<file path="src/rtl/result_text_formatter_if.sv">
// Byte stream between the result text formatter and the UART transmitter.
// The master drives tx_data and tx_valid. The slave answers with tx_ready.
// A byte transfers on a clock edge where tx_valid and tx_ready are both high.
interface result_text_formatter_if;
    logic [7:0] tx_data;
    logic       tx_valid;
    logic       tx_ready;

    modport master (output tx_data, output tx_valid, input tx_ready);
    modport slave  (input tx_data, input tx_valid, output tx_ready);
endinterface

</file>
<file path="src/rtl/result_text_formatter.sv">
// result_text_formatter
//
// Latches a finished matrix result on the display strobe and streams it as
// ASCII text, row-major, one byte per transfer:
//   - Elements in a row are separated by a space.
//   - Each row ends with CR LF.
//   - Invalid dimensions or an error result produce the text "ERR\r\n".
// Each 16-bit element is converted to decimal by a sequential double-dabble,
// one bit per cycle, and leading zeros are suppressed.
//
// Optional feature: define RESULT_HEADER_EN to prefix each matrix frame with
// a "<m>x<n>\r\n" header line. Error frames never carry a header.
module result_text_formatter (
    input  logic                           clk,
    input  logic                           rst,
    input  logic                           display_en,
    input  logic [1:0]                     display_type,
    input  logic [3:0]                     result_m,
    input  logic [3:0]                     result_n,
    input  logic [399:0]                   result_mat_flat,
    result_text_formatter_if.master        tx,
    output logic                           busy,
    output logic                           frame_done,
    output logic                           overrun
);

    localparam logic [1:0] TYPE_MATRIX = 2'b01;
    localparam logic [1:0] TYPE_ERROR  = 2'b10;

    localparam logic [7:0] ASCII_SPACE = 8'h20;
    localparam logic [7:0] ASCII_CR    = 8'h0D;
    localparam logic [7:0] ASCII_LF    = 8'h0A;

    typedef enum logic [3:0] {
        S_IDLE,
        S_HDR,
        S_LOAD,
        S_CONV,
        S_DIG,
        S_SEP,
        S_CR,
        S_LF,
        S_ERR_TXT,
        S_DONE
    } state_t;

    state_t         state;
    logic [399:0]   mat_q;      // latched element array
    logic [2:0]     m_q;        // latched rows (1..5)
    logic [2:0]     n_q;        // latched columns (1..5)
    logic [2:0]     row_q;
    logic [2:0]     col_q;
    logic [15:0]    val_q;      // binary shift register of the element being converted
    logic [19:0]    bcd_q;      // five BCD digits, digit 4 is the most significant
    logic [3:0]     conv_cnt;
    logic [2:0]     dig_idx;    // BCD digit currently on tx_data
    logic [2:0]     txt_idx;    // position inside the fixed error/header text

    logic           xfer;
    logic           can_accept;
    logic           new_frame;
    logic           dims_ok;
    logic [4:0]     elem_idx;
    logic [19:0]    bcd_adj;
    logic [19:0]    bcd_next;
    logic [2:0]     lead_idx;
    logic [3:0]     lead_digit;
    logic [2:0]     dig_down;
    logic [3:0]     next_digit;

    function automatic logic [7:0] ascii_digit(input logic [3:0] d);
        return 8'h30 + {4'h0, d};
    endfunction

    function automatic logic [7:0] err_byte(input logic [2:0] idx);
        case (idx)
            3'd0:    return 8'h45;  // 'E'
            3'd1:    return 8'h52;  // 'R'
            3'd2:    return 8'h52;  // 'R'
            3'd3:    return ASCII_CR;
            default: return ASCII_LF;
        endcase
    endfunction

`ifdef RESULT_HEADER_EN
    function automatic logic [7:0] hdr_byte(input logic [2:0] idx,
                                            input logic [2:0] m,
                                            input logic [2:0] n);
        case (idx)
            3'd0:    return 8'h30 + {5'h0, m};
            3'd1:    return 8'h78;  // 'x'
            3'd2:    return 8'h30 + {5'h0, n};
            3'd3:    return ASCII_CR;
            default: return ASCII_LF;
        endcase
    endfunction
`endif

    assign xfer       = tx.tx_valid & tx.tx_ready;
    assign can_accept = (state == S_IDLE) || (state == S_DONE);
    assign new_frame  = display_en &&
                        ((display_type == TYPE_MATRIX) || (display_type == TYPE_ERROR));
    assign dims_ok    = (result_m != 4'd0) && (result_n != 4'd0) &&
                        (result_m <= 4'd5) && (result_n <= 4'd5) &&
                        (({4'h0, result_m} * {4'h0, result_n}) <= 8'd25);
    assign elem_idx   = 5'(row_q) * 5'(n_q) + 5'(col_q);

    // Double-dabble step, leading-digit search and next-digit select.
    always_comb begin
        // NOTE: every variable gets a default before any conditional assignment,
        // so no path leaves one unassigned and no latch is inferred.
        bcd_adj = bcd_q;
        for (int i = 0; i < 5; i++) begin
            if (bcd_q[i*4 +: 4] >= 4'd5) begin
                bcd_adj[i*4 +: 4] = bcd_q[i*4 +: 4] + 4'd3;
            end
        end
        bcd_next = {bcd_adj[18:0], val_q[15]};

        lead_idx = 3'd0;
        for (int i = 1; i < 5; i++) begin
            if (bcd_next[i*4 +: 4] != 4'd0) begin
                lead_idx = 3'(i);
            end
        end
        lead_digit = bcd_next[lead_idx*4 +: 4];

        dig_down   = (dig_idx == 3'd0) ? 3'd0 : dig_idx - 3'd1;
        next_digit = bcd_q[dig_down*4 +: 4];
    end

    // Element array capture when a matrix frame is accepted.
    // NOTE: this is plain data that is qualified by the frame state.
    // It carries no reset, so it stays out of the reset network.
    always_ff @(posedge clk) begin
        if (can_accept && display_en && (display_type == TYPE_MATRIX)) begin
            mat_q <= result_mat_flat;
        end
    end

    // Frame sequencer. All outputs are registered.
    always_ff @(posedge clk or posedge rst) begin
        // NOTE: sequential state uses non-blocking assignments only, so every
        // register samples the pre-edge values regardless of statement order.
        if (rst) begin
            state       <= S_IDLE;
            tx.tx_data  <= 8'h00;
            tx.tx_valid <= 1'b0;
            busy        <= 1'b0;
            frame_done  <= 1'b0;
            overrun     <= 1'b0;
            m_q         <= 3'd0;
            n_q         <= 3'd0;
            row_q       <= 3'd0;
            col_q       <= 3'd0;
            val_q       <= 16'd0;
            bcd_q       <= 20'd0;
            conv_cnt    <= 4'd0;
            dig_idx     <= 3'd0;
            txt_idx     <= 3'd0;
        end else begin
            frame_done <= 1'b0;
            overrun    <= !can_accept && new_frame;

            case (state)
                S_IDLE, S_DONE: begin
                    state <= S_IDLE;
                    if (new_frame) begin
                        busy    <= 1'b1;
                        txt_idx <= 3'd0;
                        if ((display_type == TYPE_MATRIX) && dims_ok) begin
                            m_q   <= result_m[2:0];
                            n_q   <= result_n[2:0];
                            row_q <= 3'd0;
                            col_q <= 3'd0;
`ifdef RESULT_HEADER_EN
                            state       <= S_HDR;
                            tx.tx_data  <= hdr_byte(3'd0, result_m[2:0], result_n[2:0]);
                            tx.tx_valid <= 1'b1;
`else
                            state <= S_LOAD;
`endif
                        end else begin
                            state       <= S_ERR_TXT;
                            tx.tx_data  <= err_byte(3'd0);
                            tx.tx_valid <= 1'b1;
                        end
                    end
                end

`ifdef RESULT_HEADER_EN
                S_HDR: begin
                    if (xfer) begin
                        if (txt_idx == 3'd4) begin
                            tx.tx_valid <= 1'b0;
                            state       <= S_LOAD;
                        end else begin
                            txt_idx    <= txt_idx + 3'd1;
                            tx.tx_data <= hdr_byte(txt_idx + 3'd1, m_q, n_q);
                        end
                    end
                end
`endif

                S_LOAD: begin
                    val_q    <= mat_q[{elem_idx, 4'b0000} +: 16];
                    bcd_q    <= 20'd0;
                    conv_cnt <= 4'd0;
                    state    <= S_CONV;
                end

                S_CONV: begin
                    val_q    <= {val_q[14:0], 1'b0};
                    bcd_q    <= bcd_next;
                    conv_cnt <= conv_cnt + 4'd1;
                    if (conv_cnt == 4'd15) begin
                        // The leading digit comes straight from the final shift, so the
                        // first character is ready the cycle after the conversion.
                        dig_idx     <= lead_idx;
                        tx.tx_data  <= ascii_digit(lead_digit);
                        tx.tx_valid <= 1'b1;
                        state       <= S_DIG;
                    end
                end

                S_DIG: begin
                    if (xfer) begin
                        if (dig_idx == 3'd0) begin
                            if (col_q == n_q - 3'd1) begin
                                tx.tx_data <= ASCII_CR;
                                state      <= S_CR;
                            end else begin
                                tx.tx_data <= ASCII_SPACE;
                                state      <= S_SEP;
                            end
                        end else begin
                            dig_idx    <= dig_down;
                            tx.tx_data <= ascii_digit(next_digit);
                        end
                    end
                end

                S_SEP: begin
                    if (xfer) begin
                        tx.tx_valid <= 1'b0;
                        col_q       <= col_q + 3'd1;
                        state       <= S_LOAD;
                    end
                end

                S_CR: begin
                    if (xfer) begin
                        tx.tx_data <= ASCII_LF;
                        state      <= S_LF;
                    end
                end

                S_LF: begin
                    if (xfer) begin
                        tx.tx_valid <= 1'b0;
                        if (row_q == m_q - 3'd1) begin
                            busy       <= 1'b0;
                            frame_done <= 1'b1;
                            state      <= S_DONE;
                        end else begin
                            row_q <= row_q + 3'd1;
                            col_q <= 3'd0;
                            state <= S_LOAD;
                        end
                    end
                end

                S_ERR_TXT: begin
                    if (xfer) begin
                        if (txt_idx == 3'd4) begin
                            tx.tx_valid <= 1'b0;
                            busy        <= 1'b0;
                            frame_done  <= 1'b1;
                            state       <= S_DONE;
                        end else begin
                            txt_idx    <= txt_idx + 3'd1;
                            tx.tx_data <= err_byte(txt_idx + 3'd1);
                        end
                    end
                end

                default: begin
                    tx.tx_valid <= 1'b0;
                    busy        <= 1'b0;
                    state       <= S_IDLE;
                end
            endcase
        end
    end

endmodule

</file>
<file path="src/flat_wrapper.sv">
// flat-port wrapper written by rule: the top's interface ports become plain ports
module result_text_formatter_flat 
  (clk, rst, display_en, display_type, result_m, result_n, result_mat_flat, busy, frame_done, overrun, tx_tx_data, tx_tx_valid, tx_tx_ready);
  result_text_formatter_if tx_i ();
  input  logic clk;
  input  logic rst;
  input  logic display_en;
  input  logic [1:0] display_type;
  input  logic [3:0] result_m;
  input  logic [3:0] result_n;
  input  logic [399:0] result_mat_flat;
  output logic busy;
  output logic frame_done;
  output logic overrun;
  output wire logic [$bits(tx_i.tx_data)-1:0] tx_tx_data;
  output wire logic [$bits(tx_i.tx_valid)-1:0] tx_tx_valid;
  input wire logic [$bits(tx_i.tx_ready)-1:0] tx_tx_ready;
  assign tx_tx_data = tx_i.tx_data;
  assign tx_tx_valid = tx_i.tx_valid;
  assign tx_i.tx_ready = tx_tx_ready;
  result_text_formatter u_core (.clk(clk), .rst(rst), .display_en(display_en), .display_type(display_type), .result_m(result_m), .result_n(result_n), .result_mat_flat(result_mat_flat), .tx(tx_i), .busy(busy), .frame_done(frame_done), .overrun(overrun));
endmodule
</file>
<file path="config.mk">
export PLATFORM = sky130hd
export DESIGN_NAME = result_text_formatter_flat
export DESIGN_NICKNAME = d
export VERILOG_FILES = /design/src/rtl/result_text_formatter_if.sv /design/src/rtl/result_text_formatter.sv /design/src/flat_wrapper.sv
export SDC_FILE = /design/constraint.sdc
export NUM_CORES = 1
export LEC_CHECK = 0
export CAP_MARGIN = 25
export CORE_MARGIN = 5
export CORE_UTILIZATION = 30
export DETAILED_ROUTE_END_ITERATION = 7
export PLACE_DENSITY_LB_ADDON = 0.15
export SLEW_MARGIN = 5
export SYNTH_ARGS = -nofsm -noshare
export SYNTH_HDL_FRONTEND = slang
export SYNTH_SLANG_ARGS = --single-unit
</file>
<file path="constraint.sdc">
create_clock -name clk -period 15.6 [get_ports clk]
set_input_delay 3.9 -clock clk [delete_from_list [all_inputs] [get_ports clk]]
set_output_delay 3.9 -clock clk [all_outputs]
set_load 0.02 [all_outputs]
</file>
# == Word level (Yosys, flattened, before mapping) ==
# Index checks and enable logic that the tools add are counted.
# word_totals
regBits,474
latch_bits,0
mem_bits_rw,0
rom_bits,0
in_bits,414
out_inout_bits,12
elab_cells,191
n_memories,0
# classes
add_sub_neg,15
n_mul,2
div_mod_pow,0
order_cmp,8
eq_ne,33
shift,3
muxes,70
bitwise,3
reduce_logical,41
# ops
cell,n
variable part select 400 x 10 -> 16 bit,1
two-way mux 8 bit,8
two-way mux 4 bit,15
two-way mux 3 bit,16
case mux 20 bit (2 select lines),1
case mux 8 bit (5 select lines),1
variable part select 20 x 6 -> 4 bit,2
case mux 16 bit (2 select lines),1
case mux 4 bit (8 select lines),1
"inequality test 2 x 1 -> 1 bit, second input constant",12
nonzero test 4 bit,6
case mux 7 bit (3 select lines),1
">= comparator 4 x 3 -> 1 bit, second input constant",5
case mux 3 bit (2 select lines),3
"adder 4 x 2 -> 4 bit, second input constant",4
"== test 4 x 3 -> 1 bit, second input constant",4
AND reduction 8 bit,2
"adder 6 x 4 -> 7 bit, first input constant",2
two-way mux 1 bit,14
"== test 4 bit, second input constant",3
AND reduction 6 bit,2
"adder 3 x 1 -> 3 bit, second input constant",3
logical AND 1 bit,9
case mux 3 bit (3 select lines),1
38 further kinds,58

# == Longest topological paths before layout ==
# Gate-level depths: netlist (run 1).
# depth
ltp_word,11
depth_mapped,15
depth_no_buf,14

# == Least setup slack after synthesis (run 1) ==
# Ideal clock, no wire load.
# synth_timing
path_type,input -> register
from,input port display_type[1]
to,register u_core.mat_q[0] (enable)
setup_time_ns,0.818
arrival_ns,13.164
required_ns,14.782
setup_slack_ns,1.618
stages,3
n_path_buf,0
cell_sequence,inv_1 ha_1 and3_1
# synth_between
elab_chain_len,2
# synth_rtl
element,line,text
"start, declared",flat_wrapper.sv:8,input logic [1:0] display_type;
== test 2 x 1 -> 1 bit,result_text_formatter.sv:136,if (can_accept && display_en && (display_type == TYPE_MATRIX)) begin
logical AND 1 bit,result_text_formatter.sv:136,
"end signal, assigned",result_text_formatter.sv:137,mat_q <= result_mat_flat;
"end, declared",result_text_formatter.sv:48,logic [399:0] mat_q;
# Every way passes these cells.
# A chain may end at the register's enable or synchronous reset.

# == Final worst setup path (run 1) ==
# layout_timing
from,input port result_n[2]
to,register u_core.col_q[1]
# layout_between
elab_chain_len,8
elab_cells_between_ends,11
classes_between,mul: 1; order compare: 2; eq/ne: 1; reduce/logical: 7
# layout_rtl
element,line,text
"start, declared",flat_wrapper.sv:10,input logic [3:0] result_n;
branches (longest 4 deep; another with multiplier 4 x 4 -> 8 bit),n/a,
logical AND 1 bit *,result_text_formatter.sv:104,(result_m <= 4'd5) && (result_n <= 4'd5) &&
logical AND 1 bit *,result_text_formatter.sv:171,if ((display_type == TYPE_MATRIX) && dims_ok) begin
inequality test 2 x 1 -> 1 bit (no source line) *,n/a,
AND reduction 6 bit (no source line) *,n/a,
"end signal, assigned",result_text_formatter.sv:246,col_q <= col_q + 3'd1;
"end, declared",result_text_formatter.sv:52,logic [2:0] col_q;
# Mark *: on every way between the ends.

==> impl_results.md, run 1 <==
- Average wire per cell in the routed design: 22.54 um
- Max-slew violations: 0
- Net Count, Synth: 1732
- Post-route DRC: 0
- DRT antenna net count: 0
- Total half-perimeter wirelength after legalization and detailed placement: 44480 um
- Area enclosed by the die boundary: 0.07469 mm2
- PD cells: 147.0 mW/mm2
- Netlist cell types: 78
- Sum Neg Setup Slack: 0 ps
- Synth warnings: 0
- Shortest period the worst path allows: 7371 ps
- Final Power: 4.114 mW
- Clk slew on worst S/H paths: 60 ps
- Source-to-sink clock delay at the later pin of the worst-skew pair: 600 ps
- Buffers inserted during post-CTS setup optimization: 0
- Number of CTS-inserted buffers: 54
- Result of the run: finished, final reports clean
- Type of element capturing the critical path: flip-flop
- Aggregate routed wire length: 60760 um
- Synth Area per Inst: 16.39 um2
- Number of setup violations in the final report: 0
- Final hold slack: 490.7 ps
- Via total after detailed routing: 12870
- Share of synthesized flip-flops with an asynchronous set or reset: 0.1543
- Data arrival time of the worst path: 7860 ps
- Number of sinks handled by clock tree synthesis: 473
- Dominant synthesized flop cell: edfxtp_1
- Setup repair after global routing missed its margin: false
- CP max FO: 10
- Post-synth design cell area: 0.02080 mm2
- Final weighted congestion in routability-driven placement: 0.8164
- Die X: 273.3 um
- Layout net count: 2168
- Startpoint-to-endpoint class of the critical path: input pin to flip-flop
- Core area: 0.06871 mm2
- Ratio of routed vias to standard cells: 4.777
- Clock tree skew after final layout: 57.18 ps
- Wire length of the first global-routing pass: 89810 um
- Syn-to-layout area delta: 34.52%
- Number of fill cells: 6341
- Num rows: 96
- Fraction of final layout cells with drive strength greater than 1: 0.1352
- Final core utilization: 0.4072
- Final global-route overflow total: 0
- Drt pass-1 iters: 5
- Initial antenna violation count: 35
- Root Buffer: clkbuf_16
- Slew at the pin with the worst max-slew slack: 1003 ps
- Leakage power figure: 9.554 nW
- Worst min path class: flip-flop to flip-flop
- Total count of hold-check failures in the final report: 0
- Total of flip-flops plus latches after synthesis: 473
- Initial Util: 0.3027
- Height of the chip: 273.3 um
- CP Data Required Time: 16090 ps
- Via count of the first global-routing pass: 14010
- Post_cts resized: 0
- Maximum clock frequency: 135.7 MHz
- Part of the cycle the worst path needs: 0.4725
- Max Cap Viol: 0
- I/O pin total: 426
- Kind of start point of the critical path: input pin
- Slew headroom: 0.3312
- TritonCTS clock tree: done
- Number of port buffers: 424
- Max Buffers Root-to-Sink: 3
- Synthesized instance count: 1269
- Quantity of hold-fixing buffers added after cts: 0
- Iteration-0 DRC count of the detailed router: 843
- Maximum ir drop on the vdd rail: 0.09507 mV
- Post-synth EDFFs: 400
- Count of H-tree levels built during CTS: 2
- Global routing usage summed across all routing layers: 0.1601
- Register area share after synthesis: 0.6654
- Largest net degree at the start of global routing: 84
==> per-layer routing <==
metal | vias up | share of wire | global-route usage
met1 | 6460 | 0.39 | 0.1935
met4 | 30 | 0.021 | 0.03929
met3 | 99 | 0.077 | 0.05618
li1 | 5910 | - | -
met2 | 375 | 0.51 | 0.2754
met5 | - | 0.0029 | 0
==> cell families after synthesis <==
family | share of synthesized area
flops | 0.6654
simple gates | 0.06088
fa+ha+maj | 0.03201
other cells | 0.0001803
buf+inv | 0.02298
compound gates | 0.06985
mux | 0.1400
xor+xnor | 0.008723
==> where the power goes <==
| part | internal [mW] | leakage (nW) | switching [mW] |
|---|---|---|---|
| Clock | 0.768 | 0.850 | 0.515 |
| Combinational | 0.593 | 4.15 | 0.667 |
| Sequential | 1.49 | 4.55 | 0.0763 |
==> layout by cell type, fill, tap and decap left out, types with 22 or more instances in the layout <==
| cell type | instances |
|---|---|
| a21oi_1 | 59 |
| and2_1 | 23 |
| clkbuf_16 | 54 |
| clkdlybuf4s50_1 | 424 |
| dfrtp_1 | 73 |
| edfxtp_1 | 400 |
| ha_1 | 40 |
| inv_1 | 39 |
| mux2i_1 | 22 |
| mux4_2 | 112 |
| nand2_1 | 60 |
| nor2_1 | 73 |
| nor3_1 | 23 |
| o21ai_0 | 45 |
==> final timing paths <==
check                                                 startpoint                          endpoint  slack [ps]  depth (start not counted)
worst min register to register  u_core.tx.tx_data[3]$_DFFE_PP0P_  u_core.tx.tx_data[3]$_DFFE_PP0P_         490                          1
worst min-delay path            u_core.tx.tx_data[3]$_DFFE_PP0P_  u_core.tx.tx_data[3]$_DFFE_PP0P_         490                          1
worst max register to register       u_core.row_q[0]$_DFFE_PP0P_      u_core.val_q[12]$_DFFE_PP0P_       10740                         13
max in group asynchronous                                    rst       u_core.bcd_q[9]$_DFFE_PP0P_       11210                          4
worst max-delay path                                 result_n[2]       u_core.col_q[1]$_DFFE_PP0P_        8230                         12
min in group asynchronous                                    rst  u_core.tx.tx_data[1]$_DFFE_PP0P_        3750                          3
==> layout make-up <==
type	instances	area [um2]	area share
Multi-Input combinational cell	691	6559	0.2344
Clock buffer	69	1408	0.05031
Inverter	40	150.1	0.005367
Sequential cell	473	13840	0.4946
Antenna cell	18	45.04	0.001610
Tap cell	931	1165	0.04164
Timing Repair Buffer	445	4442	0.1588
Clock inverter	28	370.4	0.01324
==> Yosys cell counts, types with 22 or more instances <==
cell type / n / share of area
a21oi_1: 59 / 0.014
edfxtp_1: 400 / 0.58
and2_1: 23 / 0.0069
nor3_1: 24 / 0.0058
o21ai_0: 45 / 0.011
dfrtp_1: 73 / 0.088
mux2i_1: 22 / 0.011
nand2_1: 60 / 0.011
clkbuf_1: 30 / 0.0054
mux4_2: 112 / 0.12
inv_1: 40 / 0.0072
nor2_1: 73 / 0.013
ha_1: 42 / 0.025
==> worst max-delay path, stage by stage <==
cell,delay (ps)
clkdlybuf4s50_1,590
nand2_1,110
fa_1,490
fa_1,540
fa_1,560
o21bai_1,120
o32ai_1,100
or4_4,520
nor3b_4,290
nand2_4,160
a211o_1,310
a21o_1,170
==> per-stage QoR <==
stage / area, um2 / std cells / setup WS (ps)
floorplan: 20800 / 1269 / 1618
global placement: 26090 / 2577 / 7658
detailed placement: 26110 / 2578 / 7582
CTS: 27880 / 2675 / 8243
global route: 27950 / 2686 / 8066
finish: 27980 / 2695 / 8229
==> state kept, by name, summed over array words and instances, names as in the netlist, 3 cells and up <==
register and count:
u_core.mat_q 400, u_core.bcd_q 20, u_core.val_q 16, u_core.tx.tx_data 7, u_core.conv_cnt 4, u_core.state 4
u_core.col_q 3, u_core.dig_idx 3, u_core.m_q 3, u_core.n_q 3, u_core.row_q 3, u_core.txt_idx 3
(Power assumes the default switching activity.)
==> inputs of run 2 (changes only) <==
==> constraint.sdc (replaced) <==
create_clock -name clk -period 6.6 [get_ports clk]
set_input_delay 1.65 -clock clk [delete_from_list [all_inputs] [get_ports clk]]
set_output_delay 1.65 -clock clk [all_outputs]
set_load 0.02 [all_outputs]
==> impl_results.md, run 2 (synthesized netlist as in run 1, its figures left out) <==
- Die X: 273.3 um
- Result of the run: finished, final reports clean
- Max Cap Viol: 0
- Layout net count: 2165
- Number of port buffers: 424
- Drt pass-1 iters: 7
- Post-route worst setup slack: 1476 ps
- Commonest cells after routing, fill and taps aside: clkdlybuf4s50_1 (424), edfxtp_1 (400), mux4_2 (112)
- Total count of hold-check failures in the final report: 0
- Capture point of the worst reg-to-reg path: u_core.val_q[8]$_DFFE_PP0P_
- Final weighted congestion in routability-driven placement: 0.8106
- Part of the cycle the worst path needs: 0.7764
- Global routing usage summed across all routing layers: 0.1597
- I/O pin total: 426
- Worst Hold Launch: u_core.tx.tx_data[3]$_DFFE_PP0P_
- Final Power: 9.846 mW
- Clk slew on worst S/H paths: 60 ps
- PD cells: 350.4 mW/mm2
- Core area: 0.06871 mm2
- Worst min path class: flip-flop to flip-flop
- Largest net degree at the start of global routing: 106
- Number of setup violations in the final report: 0
- Initial antenna violation count: 27
- Num rows: 96
- Slew headroom: 0.4505
- Largest register by flop count: u_core.mat_q
- Via total after detailed routing: 12830
- Leading cell type in the layout, fill and taps excluded: clkdlybuf4s50_1
- Area enclosed by the die boundary: 0.07469 mm2
- Post-layout instance count excluding filler cells: 2691
- Aggregate routed wire length: 60610 um
- Instance area after placement: 0.02616 mm2
- Final standard cell area without fillers: 0.02810 mm2
- Final hold slack: 494.6 ps
- Clock tree skew after final layout: 51.09 ps
- Setup repair after global routing missed its margin: false
- Kind of start point of the critical path: input pin
- Initial Util: 0.3027
- Cells on worst reg2reg path: 13
- Type of element capturing the critical path: flip-flop
- Post-Place Cells: 2575
- Count of H-tree levels built during CTS: 2
- Number of CTS-inserted buffers: 55
- Root Buffer: clkbuf_16
- Largest registers: u_core.mat_q: 400 flops, u_core.bcd_q: 20 flops, u_core.val_q: 16 flops
- Number of fill cells: 6387
- Final core utilization: 0.4089
- Multi-input logic area: 0.006559 mm2
- Footprint of the flip-flops and latches: 0.01384 mm2
- Fraction of final layout cells with drive strength greater than 1: 0.1345
- Syn-to-layout area delta: 35.09%
- Max-slew violations: 0
- Leakage power figure: 9.589 nW
- Maximum clock frequency: 195.2 MHz
- CP max FO: 10
- Data arrival time of the worst path: 5620 ps
- Post_cts resized: 0
- Startpoint of the worst-slack reg-to-reg timing path: u_core.row_q[0]$_DFFE_PP0P_
- Quantity of hold-fixing buffers added after cts: 0
- Post-route DRC: 0
- Shortest period the worst path allows: 5124 ps
- Maximum ir drop on the vdd rail: 0.2754 mV
- Placement-stage worst setup slack: 821.2 ps
- Max FFs per register: 400
- Worst hold endpoint: u_core.tx.tx_data[3]$_DFFE_PP0P_
- Via count of the first global-routing pass: 14060
- Slew at the pin with the worst max-slew slack: 822.2 ps
- Ratio of routed vias to standard cells: 4.766
- Height of the chip: 273.3 um
- Cells on Worst Hold Path: 1
- Startpoint-to-endpoint class of the critical path: input pin to flip-flop
- Wire length of the first global-routing pass: 89740 um
- Max Buffers Root-to-Sink: 3
- Reg-to-reg setup timing slack: 2220 ps
- Number of sinks handled by clock tree synthesis: 473
- Buffers inserted during post-CTS setup optimization: 0
- Average wire per cell in the routed design: 22.52 um
- Final global-route overflow total: 0
- CP Data Required Time: 7100 ps
- Source-to-sink clock delay at the later pin of the worst-skew pair: 620 ps
- TritonCTS clock tree: done
- Total half-perimeter wirelength after legalization and detailed placement: 43950 um
- DRT antenna net count: 0
- Sum Neg Setup Slack: 0 ps
- Iteration-0 DRC count of the detailed router: 742
run 2: worst max-delay path by stage:
stage / start / to / slack, ps
6_report: result_n[2] / u_core.col_q[1]$_DFFE_PP0P_ / 1480
3_3_place_gp: result_n[2] / u_core.col_q[1]$_DFFE_PP0P_ / 880
3_5_place_dp: result_n[2] / u_core.col_q[1]$_DFFE_PP0P_ / 820
4_1_cts: result_n[2] / u_core.col_q[1]$_DFFE_PP0P_ / 1480
2_1_floorplan: display_type[1] / u_core.mat_q[0]$_DFFE_PP_ / 1460
5_1_grt: result_n[2] / u_core.col_q[1]$_DFFE_PP0P_ / 1270
run 2: power breakdown:
group          total (mW)  internal [mW]  leakage, nW  switching, mW
Clock                3.16           1.92        0.890           1.24
Sequential           3.71           3.53         4.55          0.177
Combinational        2.97           1.41         4.14           1.56
run 2: worst max-delay path, stage by stage:
cell and delay [ps]:
clkdlybuf4s50_1 590, nand2_1 110, fa_1 490, fa_1 540
fa_1 490, nor2b_1 190, o32ai_1 100, or4_4 520
nor3b_4 290, nand2_4 160, a211o_1 320, a21o_1 170
run 2: cell type report:
class,count,area share
sequential,473,0.4925
inverter,40,0.005344
timing repair buffer,441,0.1594
multi-input combinational,691,0.2334
clock buffer,69,0.05086
antenna,13,0.001158
clock inverter,33,0.01581
tap,931,0.04146
run 2: routing by layer:
metal / track usage / share of wire / vias up
met2: 0.2802 / 0.52 / 330
met1: 0.1900 / 0.39 / 6478
met4: 0.03943 / 0.020 / 18
met5: 0 / 0.0019 / -
li1: - / - / 5917
met3: 0.05320 / 0.067 / 83
